==> src/rtl/uart_prog_dump_pkg.sv <==
// ============================================================================
//  Module   : uart_prog_dump_pkg
//  Brief    : Shared FSM encodings and UART frame constants for the RAM dumper.
//             Optional feature macro: DUMP_CHECKSUM_EN (adds the CSUM state).
//  Revision : 1.0  initial release
// ============================================================================
`default_nettype none

package uart_prog_dump_pkg;

    // 25 MHz / 115200 baud
    localparam int   DEFAULT_CLK_DIV = 217;

    localparam logic START_BIT  = 1'b0;
    localparam logic STOP_BIT   = 1'b1;
    localparam int   DATA_BITS  = 8;
    localparam int   FRAME_BITS = DATA_BITS + 2;

    typedef enum logic [2:0] {
        S_IDLE = 3'd0,
        S_REQ  = 3'd1,
        S_RD   = 3'd2,
        S_WAIT = 3'd3,
        S_SEND = 3'd4,
`ifdef DUMP_CHECKSUM_EN
        S_CSUM = 3'd5,
`endif
        S_FIN  = 3'd6
    } state_t;

endpackage

`default_nettype wire

==> src/rtl/uart_prog_dump_tx_ser.sv <==
// ============================================================================
//  Module   : uart_prog_dump_tx_ser
//  Brief    : 8N1 UART serializer. Bit-period counter plus a 10-bit frame
//             shifter; tx_done pulses in the last cycle of the stop bit.
//  Revision : 1.0  initial release
// ============================================================================
`default_nettype none

module uart_prog_dump_tx_ser
    import uart_prog_dump_pkg::*;
#(
    parameter int CLK_DIV = DEFAULT_CLK_DIV
) (
    input  logic                 clk_ram,
    input  logic                 reset,
    input  logic                 load,
    input  logic [DATA_BITS-1:0] data,
    output logic                 txd,
    output logic                 tx_busy,
    output logic                 tx_done
);

    localparam logic [15:0] DIV_LAST = 16'(CLK_DIV - 1);
    localparam logic [3:0]  BIT_LAST = 4'(FRAME_BITS - 1);

    logic [FRAME_BITS-1:0] shift_q, shift_d;
    logic [3:0]            bit_q,   bit_d;
    logic [15:0]           div_q,   div_d;
    logic                  busy_q,  busy_d;

    // Frame register: the shifter idles at all ones, so txd rests high
    // without any extra muxing and comes straight from a flop.
    always_ff @(posedge clk_ram or negedge reset) begin
        if (!reset) begin
            shift_q <= '1;
            bit_q   <= '0;
            div_q   <= '0;
            busy_q  <= 1'b0;
        end else begin
            shift_q <= shift_d;
            bit_q   <= bit_d;
            div_q   <= div_d;
            busy_q  <= busy_d;
        end
    end

    // Bit timing: every CLK_DIV cycles shift in a one; a load is only
    // accepted while idle.
    always_comb begin
        shift_d = shift_q;
        bit_d   = bit_q;
        div_d   = div_q;
        busy_d  = busy_q;
        tx_done = 1'b0;
        if (busy_q) begin
            if (div_q == DIV_LAST) begin
                div_d   = '0;
                shift_d = {STOP_BIT, shift_q[FRAME_BITS-1:1]};
                if (bit_q == BIT_LAST) begin
                    bit_d   = '0;
                    busy_d  = 1'b0;
                    tx_done = 1'b1;
                end else begin
                    bit_d = bit_q + 4'd1;
                end
            end else begin
                div_d = div_q + 16'd1;
            end
        end else if (load) begin
            shift_d = {STOP_BIT, data, START_BIT};
            bit_d   = '0;
            div_d   = '0;
            busy_d  = 1'b1;
        end
    end

    assign txd     = shift_q[0];
    assign tx_busy = busy_q;

endmodule

`default_nettype wire

==> src/rtl/uart_prog_dump.sv <==
// ============================================================================
//  Module   : uart_prog_dump
//  Brief    : Streams a block of program RAM out of a UART TX line (8N1) while
//             holding the CPU suspended. Optional macro DUMP_CHECKSUM_EN adds
//             a trailing modulo-256 checksum frame.
//  Revision : 1.0  initial release
// ============================================================================
`default_nettype none

module uart_prog_dump
    import uart_prog_dump_pkg::*;
#(
    parameter int          CLK_DIV  = DEFAULT_CLK_DIV,
    parameter logic [15:0] RST_ADDR = 16'h0600
) (
    input  logic        clk_ram,
    input  logic        reset,
    input  logic        start,
    input  logic        start_addr_sel,
    input  logic [15:0] start_addr,
    input  logic [15:0] length,
    input  logic        ram_grant,
    output logic [15:0] raddr,
    output logic        read_en,
    input  logic [7:0]  rdata,
    output logic        ask_for_ram,
    output logic        busy,
    output logic        done,
    output logic        serial_txd
);

    state_t      state_q, state_d;
    logic [15:0] addr_q,  addr_d;
    logic [16:0] rem_q,   rem_d;
    logic        ser_load;
    logic [7:0]  ser_data;
    logic        tx_busy;
    logic        tx_done;
`ifdef DUMP_CHECKSUM_EN
    logic [7:0]  sum_q, sum_d;
    logic        csum_sent_q, csum_sent_d;
`endif

    uart_prog_dump_tx_ser #(
        .CLK_DIV (CLK_DIV)
    ) u_tx_ser (
        .clk_ram (clk_ram),
        .reset   (reset),
        .load    (ser_load),
        .data    (ser_data),
        .txd     (serial_txd),
        .tx_busy (tx_busy),
        .tx_done (tx_done)
    );

    // State, address and byte-count registers.
    always_ff @(posedge clk_ram or negedge reset) begin
        if (!reset) begin
            state_q     <= S_IDLE;
            addr_q      <= '0;
            rem_q       <= '0;
`ifdef DUMP_CHECKSUM_EN
            sum_q       <= '0;
            csum_sent_q <= 1'b0;
`endif
        end else begin
            state_q     <= state_d;
            addr_q      <= addr_d;
            rem_q       <= rem_d;
`ifdef DUMP_CHECKSUM_EN
            sum_q       <= sum_d;
            csum_sent_q <= csum_sent_d;
`endif
        end
    end

    // Transfer sequencing: request RAM, read one byte, hand it to the
    // serializer, and after its stop bit go straight back to a read so the
    // next start bit follows within three cycles when grant stays high.
    always_comb begin
        state_d     = state_q;
        addr_d      = addr_q;
        rem_d       = rem_q;
        ser_load    = 1'b0;
        ser_data    = rdata;
        read_en     = 1'b0;
`ifdef DUMP_CHECKSUM_EN
        sum_d       = sum_q;
        csum_sent_d = csum_sent_q;
`endif
        case (state_q)
            S_IDLE: begin
                if (start) begin
                    addr_d      = start_addr_sel ? start_addr : RST_ADDR;
                    rem_d       = {1'b0, length};
`ifdef DUMP_CHECKSUM_EN
                    sum_d       = '0;
                    csum_sent_d = 1'b0;
`endif
                    state_d     = (length == 16'd0) ? S_FIN : S_REQ;
                end
            end
            S_REQ: begin
                if (ram_grant) begin
                    state_d = S_RD;
                end
            end
            S_RD: begin
                // Grant is re-checked here: a lost grant costs a trip
                // through REQ rather than an unsafe read.
                if (ram_grant) begin
                    read_en = 1'b1;
                    state_d = S_WAIT;
                end else begin
                    state_d = S_REQ;
                end
            end
            S_WAIT: begin
                if (!tx_busy) begin
                    ser_load = 1'b1;
`ifdef DUMP_CHECKSUM_EN
                    sum_d    = sum_q + rdata;
`endif
                    state_d  = S_SEND;
                end
            end
            S_SEND: begin
                // Grant is ignored here so a byte in flight always completes.
                if (tx_done) begin
                    rem_d  = rem_q - 17'd1;
                    addr_d = addr_q + 16'd1;
                    if (rem_q != 17'd1) begin
                        state_d = S_RD;
                    end else begin
`ifdef DUMP_CHECKSUM_EN
                        state_d = S_CSUM;
`else
                        state_d = S_FIN;
`endif
                    end
                end
            end
`ifdef DUMP_CHECKSUM_EN
            S_CSUM: begin
                if (!csum_sent_q && !tx_busy) begin
                    ser_load    = 1'b1;
                    ser_data    = sum_q;
                    csum_sent_d = 1'b1;
                end else if (tx_done) begin
                    state_d = S_FIN;
                end
            end
`endif
            S_FIN: begin
                state_d = S_IDLE;
            end
            default: begin
                state_d = S_IDLE;
            end
        endcase
    end

    assign busy        = (state_q != S_IDLE) && (state_q != S_FIN);
    assign ask_for_ram = busy;
    assign done        = (state_q == S_FIN);
    assign raddr       = addr_q;

endmodule

`default_nettype wire

==> config.mk <==
export PLATFORM = sky130hd
export DESIGN_NAME = uart_prog_dump
export DESIGN_NICKNAME = d
export VERILOG_FILES = /design/src/rtl/uart_prog_dump_pkg.sv /design/src/rtl/uart_prog_dump_tx_ser.sv /design/src/rtl/uart_prog_dump.sv
export SDC_FILE = /design/constraint.sdc
export NUM_CORES = 1
export LEC_CHECK = 0
export ABC_AREA = 1
export CORE_ASPECT_RATIO = 0.75
export CORE_UTILIZATION = 30
export DETAILED_ROUTE_END_ITERATION = 10
export HOLD_SLACK_MARGIN = 0.1
export SYNTH_ARGS = -nofsm -noshare
export SYNTH_HDL_FRONTEND = slang
export SYNTH_SLANG_ARGS = --single-unit
==> constraint.sdc <==
create_clock -name clk_ram -period 2.55 [get_ports clk_ram]
set_input_delay 0.51 -clock clk_ram [delete_from_list [all_inputs] [get_ports clk_ram]]
set_output_delay 0.51 -clock clk_ram [all_outputs]
set_load 0.005 [all_outputs]
# --- Word-level counts from Yosys, hierarchy flattened ---
# Cells that the tools add are included.
totals:
  register_bits: 67
  latch_bits: 0
  ramBits: 0
  romBits: 0
  inputBits: 45
  out_inout_bits: 21
  elab_cells: 70
  n_memories: 0
op_classes:
  n_addsub: 4
  n_mul: 0
  div_mod_pow: 0
  n_lt_le_gt_ge: 0
  eq_ne: 14
  shift: 0
  mux: 36
  bitwise: 0
  n_reduce_logical: 9
op_table:
  columns: ["op", "n"]
  rows:
  - ["$mux W16", 6]
  - ["$mux W17", 2]
  - ["$pmux W17 S2", 1]
  - ["$add A16 B1 Y16 const B", 2]
  - ["$pmux W16 S2", 1]
  - ["$mux W10", 3]
  - ["$mux W3", 6]
  - ["$ne A17 B1 Y1 const B", 1]
  - ["$sub A17 B1 Y17 const B", 1]
  - ["$eq A16 B8 Y1 const B", 1]
  - ["$logic_not A16 Y1", 1]
  - ["$mux W4", 4]
  - ["$pmux W3 S5", 1]
  - ["$mux W1", 11]
  - ["$ne A2 B2 Y1 const B", 5]
  - ["$eq A3 B2 Y1 const B", 2]
  - ["$eq A3 B3 Y1 const B", 2]
  - ["$add A4 B1 Y4 const B", 1]
  - ["$eq A4 B4 Y1 const B", 1]
  - ["$reduce_and A4 Y1", 1]
  - ["$reduce_bool A2 Y1", 2]
  - ["$eq A3 B1 Y1 const B", 1]
  - ["$logic_not A3 Y1", 1]
  - ["$ne A3 B3 Y1 const B", 1]
  - ["5 further kinds", 5]

# --- Depth between registers and ports, before layout ---
# Gate-level depths: netlist of run 1.
logic_depth:
  word_depth: 6
  depth_mapped: 12

# --- By module ---
# Synthesis of run 1 repeated with hierarchy kept, for this count alone.
unflattened:
  hier_cells: 664
  area_unflattened_um2: 4524.3
modules_own_cells:
  columns: ["mod", "instances", "cells_each", "area_each_um2", "seq_area_each_um2"]
  rows:
  - ["uart_prog_dump", 1, 413, 2643.8, 900.9]
  - ["uart_prog_dump_tx_ser", 1, 251, 1880.6, 762.0]

# --- Least setup slack after synthesis of run 1 ---
# Ideal clock, no wire load.
synth_timing:
  path_kind: "register to register"
  start: "reg u_tx_ser.bit_q[1]"
  end: "reg addr_q[2] (netlist: raddr[2])"
  t_arrival_ns: 1.402
  setup_slack_ns: 1.032
  stages_incl_launch_ff: 11
  path_buffers: 1
  cell_sequence: "dfrtp_1 -> inv_1 -> ha_1 -> nand2_1 -> nor2_1 -> nand4_1 -> nand2_2 -> nand2_4 -> buf_6 -> nand2_1 -> nand2_1"
synth_between:
  elab_chain_len: 6
synth_rtl:
  columns: ["element", "line", "text"]
  rows:
  - ["start: declaration", "uart_prog_dump_tx_ser.sv:27", "logic [3:0] bit_q, bit_d;"]
  - ["start signal: assignment", "uart_prog_dump_tx_ser.sv:41", "bit_q <= bit_d;"]
  - ["$eq A4 B4 Y1", "uart_prog_dump_tx_ser.sv:59", "if (bit_q == BIT_LAST) begin"]
  - ["$mux W1", "uart_prog_dump_tx_ser.sv:59", null]
  - ["$mux W1", "uart_prog_dump_tx_ser.sv:56", "if (div_q == DIV_LAST) begin"]
  - ["$mux W1", "uart_prog_dump_tx_ser.sv:55", "if (busy_q) begin"]
  - ["$ne A2 B2 Y1 (no source line)", null, null]
  - ["$reduce_and A3 Y1 (no source line)", null, null]
  - ["end signal: assignment", "uart_prog_dump.sv:68", "addr_q <= addr_d;"]
  - ["end: declaration", "uart_prog_dump.sv:33", "logic [15:0] addr_q, addr_d;"]
# No other way between the ends.
# A chain may end at the register's enable or synchronous reset.

# --- Worst setup path in the final report of run 1 ---
layout_timing:
  start: "reg state_q[0]"
  end: "out ask_for_ram"
layout_between:
  elab_chain_len: 2
  elab_cells_between_ends: 3
  classes_between: "eq/ne: 1; reduce/logical: 2"
layout_rtl:
  columns: ["element", "line", "text"]
  rows:
  - ["start: declaration", "uart_prog_dump.sv:32", "state_t state_q, state_d;"]
  - ["start signal: assignment", "uart_prog_dump.sv:67", "state_q <= state_d;"]
  - ["$ne A3 B3 Y1 / $reduce_bool A3 Y1 (equally long branches)", "uart_prog_dump.sv:163", "assign busy = (state_q != S_IDLE) && (state_q != S_FIN);"]
  - ["$logic_and A1 B1 Y1 (*)", "uart_prog_dump.sv:163", null]
  - ["end: declaration", "uart_prog_dump.sv:26", "output logic ask_for_ram,"]
# Mark *: on every way between the ends. The rest lies on a longest branch, timed or not.

==> results of run 1 <==
## worst max path at each step
stage | slack, ns | depth (start not counted) | to
after floorplan | 1.03 | 10 | raddr[2]
after global placement | 0.38 | 4 | read_en
after detailed placement | 0.35 | 4 | read_en
after CTS | 0.28 | 5 | busy
after global routing | 0.14 | 5 | ask_for_ram
final | 0.29 | 5 | ask_for_ram
## power by group through the flow
stage,clock [mW],combinational [mW],sequential [mW]
2_1_floorplan,0,1.72,1.73
3_3_place_gp,0,2.27,1.82
3_5_place_dp,0,2.29,1.82
4_1_cts,1.17,2.29,1.81
5_1_grt,1.21,2.62,1.87
6_report,1.14,2.29,1.82
## layer usage
metal / share of wire [%] / track usage (%) / up-vias
li1: - / - / 2251
met1: 54 / 24.8 / 1903
met3: 5.7 / 3.47 / 11
met2: 39 / 22.0 / 113
met4: 0.91 / 4.38 / 0
met5: 0 / 0 / -
## cells in the mapped netlist (all sizes together)
library cell	n
dfrtp	57
o21ai	43
buf	15
o22ai	5
clkbuf	2
o21bai	3
ha	7
nand3b	6
a31oi	2
a22o	1
dfstp	9
nor3b	1
nor3	9
nand4	10
o211ai	1
nand2	291
inv	56
a21oi	6
nor2	88
mux2i	8
xor2	7
nand3	37
or2	2
xnor2	5
## cells in the final DEF, fill, tap and decap left out, types with 4 or more instances in the layout
| master | instances |
|---|---|
| nand2_1 | 284 |
| nor2_1 | 84 |
| clkdlybuf4s50_1 | 64 |
| dfrtp_1 | 57 |
| inv_1 | 52 |
| nand3_1 | 37 |
| o21ai_0 | 34 |
| nand4_1 | 9 |
| o21ai_1 | 9 |
| clkbuf_16 | 9 |
| dfstp_2 | 9 |
| nor3_1 | 8 |
| mux2i_1 | 8 |
| xor2_1 | 7 |
| ha_1 | 7 |
| a21oi_1 | 6 |
| nand3b_1 | 6 |
| buf_4 | 6 |
| o22ai_1 | 5 |
| xnor2_1 | 5 |
| nand2_2 | 4 |
## cells by family (layout without fill, tap and decap cells)
group | Yosys count | after routing | share of synthesized area (%)
xor+xnor | 12 | 12 | 2.35
flops | 66 | 66 | 37.2
simple gates | 444 | 444 | 41.6
mux | 8 | 8 | 1.79
compound gates | 61 | 61 | 7.34
fa+ha+maj | 7 | 7 | 1.96
buf+inv | 73 | 144 | 7.76
## layout make-up
class | instances | share of cell area [%]
Multi-Input combinational cell | 532 | 44.2
Sequential cell | 66 | 29.9
Timing Repair Buffer | 72 | 12.8
Tap cell | 200 | 4.50
Clock buffer | 9 | 4.05
Inverter | 56 | 3.82
Clock inverter | 7 | 0.832
## state kept, by name (all words and copies together), names as in the netlist
name              cells
state_q               3
u_tx_ser.div_q       16
u_tx_ser.bit_q        4
raddr                16
u_tx_ser.shift_q      9
u_tx_ser.tx_busy      1
rem_q                17
## stage by stage
step           setup slack, ns  utilization (%)  cell area, µm²  std cells
3_3_place_gp             0.378             36.5            5300        926
2_1_floorplan             1.03                -            4470        671
4_1_cts                  0.277             38.4            5570        942
3_5_place_dp             0.351             36.5            5300        926
6_report                 0.287             38.4            5570        942
5_1_grt                  0.144             38.4            5570        942
## critical path, delay by kind of cell, from the launching register on
kind / cells / cell delay [ns]
simple gates: 3 / 0.34
buf+inv: 2 / 0.62
flops: 1 / 0.46
==> results.txt, run 1 <==
final WL - 11,600 µm
depth of the CTS H-tree - 3
Pre-antenna DRT Iters - 5
Rows - 38
area share of the leading cell type in the synthesized netlist - 31.9%
CP Cell Sequence - nor2_4 > nand2_1 > inv_1 > nor2_1 > clkdlybuf4s50_1
post-cts sizing count - 0
die area - 15,400 µm²
post-synthesis cell area - 4470 µm²
area leader, netlist - dfrtp_1
post-route setup TNS - 0 ns
Comb power frac - 43.7%
syn avg cell area - 6.66 µm²
Peak VDD IR - 0.377 mV
Root Buffer - clkbuf_16
Mapped Cells - 671
PwrDens - 942 nW/µm²
CTS sink count - 66
Slew HR - 63.6%
starting DRC count in detailed routing - 473
synthesized flop and latch total - 66
Switching Fraction - 42.9%
max-slew violation count - 0
final period utilization - 88.8%
multi-input combinational cell area - 2460 µm²
gpl congestion - 0.869
Reg2Reg Depth - 9
Worst R2R Start - u_tx_ser.div_q[0]
Final nets - 789
RSZ-0062 raised after global routing - false
largest net degree at the start of global routing - 67
Yosys cell types - 36
layout cells sized above 1 - 7.01%
clock transition at the registers of the reported paths - 0.06 ns
Final Hold Vio Count - 0
Post-DRT Antenna Nets - 0
critical path type - reg -> out
worst path required time - 2.04 ns
fin crit period - 2.26 ns
Clock Power Share - 21.7%
internal power - 2.99 mW
Tightest Pin Transition - 0.542 ns
drc violations - 0
final setup fails - 0
CP peak stage delay - 0.52 ns
Vias/cell - 4.54
antenna violations before repair - 0
routed vias - 4,278
critical path fanouts, max - 6
fillcell total - 1,519
Worst path slowest cell - clkdlybuf4s50_1
Die Wd - 143 µm
GRT Residual Overflow - 0
# Post-CTS Setup Buffers - 0
first-pass GRT wire length - 19,500 µm
Layout area overhead - 24.6%
sequential cell area fraction in the yosys report - 37.2%
Initial Util - 30.8%
fmax - 442 MHz
r2r endpoint - u_tx_ser.bit_q[0]
Net Switching - 2.25 mW
Leak - 2.70 nW
Reg2Reg Setup Slack - 0.73 ns
critical path startpoint - state_q[0]
Syn Nets - 723
Worst Setup Start Kind - flop
CTS buffer count - 9
Data arrival, critical path - 1.75 ns
Final Total Pwr - 5.25 mW
IO Pins - 66
Synth Warn # - 0
clock latency on the worst-skew pair - 0.33 ns
core outline area - 14,500 µm²
CP Capture Type - primary output
sequential share of power - 34.6%
vias in the first global route - 3,900
wire per inst - 12.3 µm
WHS - 0.191 ns
Total GRT Usage - 16.1%
outcome - completed
Final Skew - 0.00809 ns
HPWL after detailed placement - 8240 µm
n_diodes - 0
MaxCap Viol Count - 0
Hold Path Class - in -> async
Buffers on Ports - 65
hold buffers post-CTS - 0
top cells by area, synth - dfrtp_1, nand2_1, nor2_1
clk buf depth - 2
Register Area - 1660 µm²
CTS tree - built
Die Height - 108 µm
(Power assumes the default switching activity.)
==> run 2, diff against run 1 <==
Settings changed: CTS_CLUSTER_SIZE from default to 30.
==> results of run 2 <==
Final layout, timing and power as in run 1 (identical DEF).
